--- src/rtl/tile_spawn_pkg.sv ---
// Shared types and constants for the 2048 tile spawn controller.
package tile_spawn_pkg;

  localparam int IDX_W   = 4;
  localparam int N_CELLS = 2 ** IDX_W;

  localparam logic [1:0] VAL_TWO  = 2'd1;
  localparam logic [1:0] VAL_FOUR = 2'd2;

  typedef enum logic [1:0] {
    IDLE    = 2'd0,
    SCAN    = 2'd1,
    PRESENT = 2'd2
  } state_t;

endpackage

--- src/rtl/tile_spawn_ctrl.sv ---
// Picks a random empty board cell after each move and hands index/value to the board
// update logic over a valid/ready handshake.
//
// state   | meaning
// IDLE    | waiting for spawn_req; refuses with board_full when no cell is empty
// SCAN    | walking the occupancy snapshot from the random start cell, with wrap
// PRESENT | spawn_valid high, cell/value held until spawn_ready
module tile_spawn_ctrl
  import tile_spawn_pkg::*;
#(
  parameter int FOUR_THRESH = 2
) (
  input  logic             CLOCK_50,
  input  logic             reset,
  input  logic [IDX_W-1:0] rand_in,
  input  logic             spawn_req,
  input  logic [N_CELLS-1:0] occupied,
  output logic             spawn_valid,
  input  logic             spawn_ready,
  output logic [IDX_W-1:0] spawn_cell,
  output logic [1:0]       spawn_value,
  output logic             board_full,
  output logic             busy
);

  localparam logic [IDX_W-1:0] FOUR_T = IDX_W'(FOUR_THRESH);

  state_t state, state_nxt;

  logic [IDX_W-1:0]   start;
  logic [IDX_W-1:0]   offset;
  logic [N_CELLS-1:0] occ_snap;
  logic [IDX_W-1:0]   scan_idx;
  logic               cell_free;
  logic               all_full;
  logic               accept;

  // 4-bit addition gives the mod-16 wrap for free
  assign scan_idx  = start + offset;
  assign cell_free = ~occ_snap[scan_idx];
  assign all_full  = &occupied;
  assign accept    = (state == IDLE) && spawn_req && !all_full;

  always_ff @(posedge CLOCK_50 or posedge reset) begin
    if (reset) state <= IDLE;
    else       state <= state_nxt;
  end

  always_comb begin
    state_nxt = state;
    case (state)
      IDLE:    if (accept)      state_nxt = SCAN;
      SCAN:    if (cell_free)   state_nxt = PRESENT;
      PRESENT: if (spawn_ready) state_nxt = IDLE;
      default:                  state_nxt = IDLE;
    endcase
  end

  always_comb begin
    spawn_valid = (state == PRESENT);
    busy        = (state != IDLE);
  end

  always_ff @(posedge CLOCK_50 or posedge reset) begin
    if (reset) begin
      start       <= '0;
      offset      <= '0;
      occ_snap    <= '0;
      spawn_cell  <= '0;
      spawn_value <= '0;
      board_full  <= 1'b0;
    end else begin
      board_full <= (state == IDLE) && spawn_req && all_full;
      case (state)
        IDLE: begin
          if (accept) begin
            start    <= rand_in;
            occ_snap <= occupied;
            offset   <= '0;
          end
        end
        SCAN: begin
          // value uses a fresh counter sample so it is decorrelated from the cell
          if (cell_free) begin
            spawn_cell  <= scan_idx;
            spawn_value <= (rand_in < FOUR_T) ? VAL_FOUR : VAL_TWO;
          end else begin
            offset <= offset + 1'b1;
          end
        end
        PRESENT: begin
          if (spawn_ready) spawn_value <= '0;
        end
        default: ;
      endcase
    end
  end

endmodule

--- config.mk ---
export PLATFORM = sky130hd
export DESIGN_NAME = tile_spawn_ctrl
export DESIGN_NICKNAME = d
export VERILOG_FILES = /design/src/rtl/tile_spawn_pkg.sv /design/src/rtl/tile_spawn_ctrl.sv
export SDC_FILE = /design/constraint.sdc
export NUM_CORES = 1
export LEC_CHECK = 0
export CORE_UTILIZATION = 46
export DETAILED_ROUTE_END_ITERATION = 12
export GPL_ROUTABILITY_DRIVEN = 0
export PLACE_DENSITY = 0.81
export SYNTH_ARGS = -nofsm -noshare
export SYNTH_HDL_FRONTEND = slang
export SYNTH_SLANG_ARGS = --single-unit
--- constraint.sdc ---
create_clock -name CLOCK_50 -period 2.6 [get_ports CLOCK_50]
set_clock_uncertainty 0.1 [all_clocks]
set_input_delay 0.52 -clock CLOCK_50 [delete_from_list [all_inputs] [get_ports CLOCK_50]]
set_output_delay 0.52 -clock CLOCK_50 [all_outputs]
set_load 0.02 [all_outputs]
==> results_dict.tcl <==
set metrics [dict create \
    multi_input_area_um2 891 \
    whs_ns 0.402 \
    yosys_warnings 0 \
    slowest_delay_ns 0.54 \
    critPathLaunchType "register" \
    n_antenna_cell 0 \
    first_pass_iters 4 \
    drt-initial-drc-count 30 \
    regArea_um2 826 \
    powerDensity_nw_per_um2 1400 \
    area_growth_pct 37.9 \
    synth-seq-cells 33 \
    ys.flop_type "dfrtp_1" \
    drv_slew 0 \
    fin_crit_sh 1.09 \
    setup_ws_ns -0.232 \
    switching_share 0.389 \
    vias 1198 \
    grt_max_degree 34 \
    status "finished with violations" \
    hold_buffers 0 \
    cts-root-buf "clkbuf_4" \
    crit_path_top_delay_cell "mux4_2" \
    worstSetupPathType "reg2reg" \
    drive_gt1_frac 0.335 \
    cts_made_buffers 5 \
    r2r_cells 9 \
    seq_power_share 0.283 \
    via_per_inst 5.25 \
    rsz0062_at_grt "yes" \
    synth_edf_count 0 \
    final_util 0.675 \
    fmax_mhz 353 \
    critPathArrivalTime_ns 3.00 \
    start_util 0.489 \
    gr-total-overflow 0 \
    cts_sinks 33 \
    clk_pin_slew_ns 0.10 \
    violations "setup timing" \
    drt_wl_total_um 3620 \
    setup_viol 11 \
    clockPowerShare 0.103 \
    hold_depth 1 \
    dp_hpwl_um 2730 \
    dieHeight_um 62.3 \
    hold_class "reg2reg" \
    yosys-top-cells-area "dfrtp_1 49%, mux2_2 13%, mux2i_1 6.6%" \
    drc 0 \
    p_int_w 0.00197 \
    synth_area_um2 1670 \
    synth_top_area_frac 0.494 \
    synth_cell_types 35 \
    crit_cells 9 \
    p_leak_nw 0.985 \
    crit_family "multiplexers" \
    hold_viol 0 \
    grt_pass1_wl_um 6230 \
    worst_pin_slew_ns 0.432 \
    post-synth-top-count-cell "dfrtp_1" \
    fill_cells 267 \
    grt_pass1_vias 1305 \
    nets 210 \
    cts_max_level 2 \
    clock_path_buffers 2 \
    synth_top_area_cell "dfrtp_1" \
    wl_per_cell_um 15.9 \
    num_io_pins 33 \
    track_usage 0.213 \
    seq_area_frac_synth 0.494 \
    ys_top_cells_by_count "33 x dfrtp_1, 20 x mux2_2, 11 x mux2i_1, 7 x nand2_1, 6 x inv_1" \
    path_buf_inv 2 \
    vdd_drop_max_v 0.000683 \
    antenna_found_initial 0 \
    syn_nets 160 \
    slew_headroom 0.710 \
    power_frac_comb 0.614 \
    maxCapViolations 0 \
    ant_nets 0 \
    crit_chain "ha_2 > fa_1 > buf_6 > mux2i_1 > mux4_2 > buf_6 > nor4_4 > or3_4 > mux2i_1" \
    num_rows 21 \
    critPathMaxFanout 5 \
    finalCriticalPeriod_ns 2.83 \
    async_reset_ff_frac 1.00 \
    die_w_um 62.3 \
    worstPathRequired_ns 2.77 \
    core-area_um2 3420 \
    postSynthAreaPerCell_um2 12.8 \
    cts_tree "yes" \
    syn_inst 131 \
    clock_latency_ns 0.33 \
    cp-end-kind "register" \
    switching_power_w 0.00125 \
    dieArea_um2 3880 \
    portBuffers 32 \
]
power by group through the flow:
stage	clock, W	combinational (W)	sequential (W)
4_1_cts	0.000340	0.00177	0.000911
3_5_place_dp	0	0.00167	0.000923
2_1_floorplan	0	0.00123	0.000921
5_1_grt	0.000366	0.00214	0.000940
6_report	0.000333	0.00198	0.000912
3_3_place_gp	0	0.00160	0.000907
worst register-to-register path: cells and delay by family (launching register included):
kind / cells / cell delay (ns)
muxes: 3 / 0.84
adders and majority gates: 2 / 0.72
DFF: 1 / 0.41
and+or+nand+nor: 2 / 0.38
buffers and inverters: 2 / 0.31
kinds of logic (layout without fill, tap and decap cells):
group	Yosys count	count (layout)	synth area share
flops	33	33	0.494
fa+ha+maj	5	5	0.0419
compound gates	10	10	0.0457
mux	37	37	0.254
buf+inv	10	61	0.0292
xor+xnor	3	3	0.0202
simple gates	33	33	0.115
stage by stage:
step | worst slack (ns) | total power [W] | cells | TNS, ns | area, um2
CTS | -0.172 | 0.00302 | 224 | -1.20 | 2240
global route | -0.305 | 0.00345 | 228 | -2.82 | 2300
global placement | -0.110 | 0.00251 | 215 | -0.865 | 2150
floorplan | -0.0440 | 0.00215 | 131 | -0.273 | 1720
finish | -0.232 | 0.00322 | 228 | -1.87 | 2300
detailed placement | -0.202 | 0.00259 | 215 | -1.59 | 2150
repair_timing:
| action | CTS | global route |
|---|---|---|
| setup buffers | 1 | 3 |
| cloned | 0 | 1 |
| resized for setup | 5 | 7 |
| pin swaps | 1 | 2 |
| hold endpoints to repair | 0 | 0 |
| endpoints found under the setup margin | 11 | 11 |
cells in the final DEF, fill, tap and decap left out, types with 3 or more instances in the layout:
| cell | netlist | layout |
|---|---|---|
| a21oi_1 | 3 | 3 |
| clkbuf_4 | 0 | 5 |
| mux2i_1 | 11 | 10 |
| nand2_1 | 7 | 7 |
| nor2b_1 | 3 | 3 |
| inv_1 | 6 | 6 |
| clkdlybuf4s50_1 | 0 | 32 |
| nand4_1 | 4 | 4 |
| ha_1 | 4 | 3 |
| buf_4 | 1 | 12 |
| nor3_4 | 0 | 3 |
| mux2_2 | 20 | 20 |
| nor2_1 | 4 | 3 |
| dfrtp_1 | 33 | 33 |
layout make-up:
cell class	instances	share of cell area
Multi-Input combinational cell	88	0.387
Sequential cell	33	0.358
Timing Repair Buffer	47	0.190
Clock buffer	7	0.0282
Tap cell	46	0.0250
Inverter	6	0.00977
Clock inverter	1	0.00217
path summary, 6_finish.rpt:
check,startpoint,to,slack [ns]
max reg2reg,start[0],offset[1],-0.23
min,spawn_cell[0],spawn_cell[0],0.40
min reg2reg,spawn_cell[0],spawn_cell[0],0.40
max,start[0],offset[1],-0.23
max in group asynchronous,reset,start[1],1.64
min in group asynchronous,reset,board_full,0.47
sequential cells by signal, summed over array words and instances, names as in the netlist:
signal / cells
spawn_value: 2
offset: 4
state: 2
start: 4
occ_snap: 16
spawn_cell: 4
board_full: 1
routing by layer:
metal	part of all wire	track usage
met4	0.0099	0.0756
met1	0.41	0.258
met3	0.038	0.0515
met2	0.54	0.368
met5	0	0
Power figures use the tool's default switching activity.
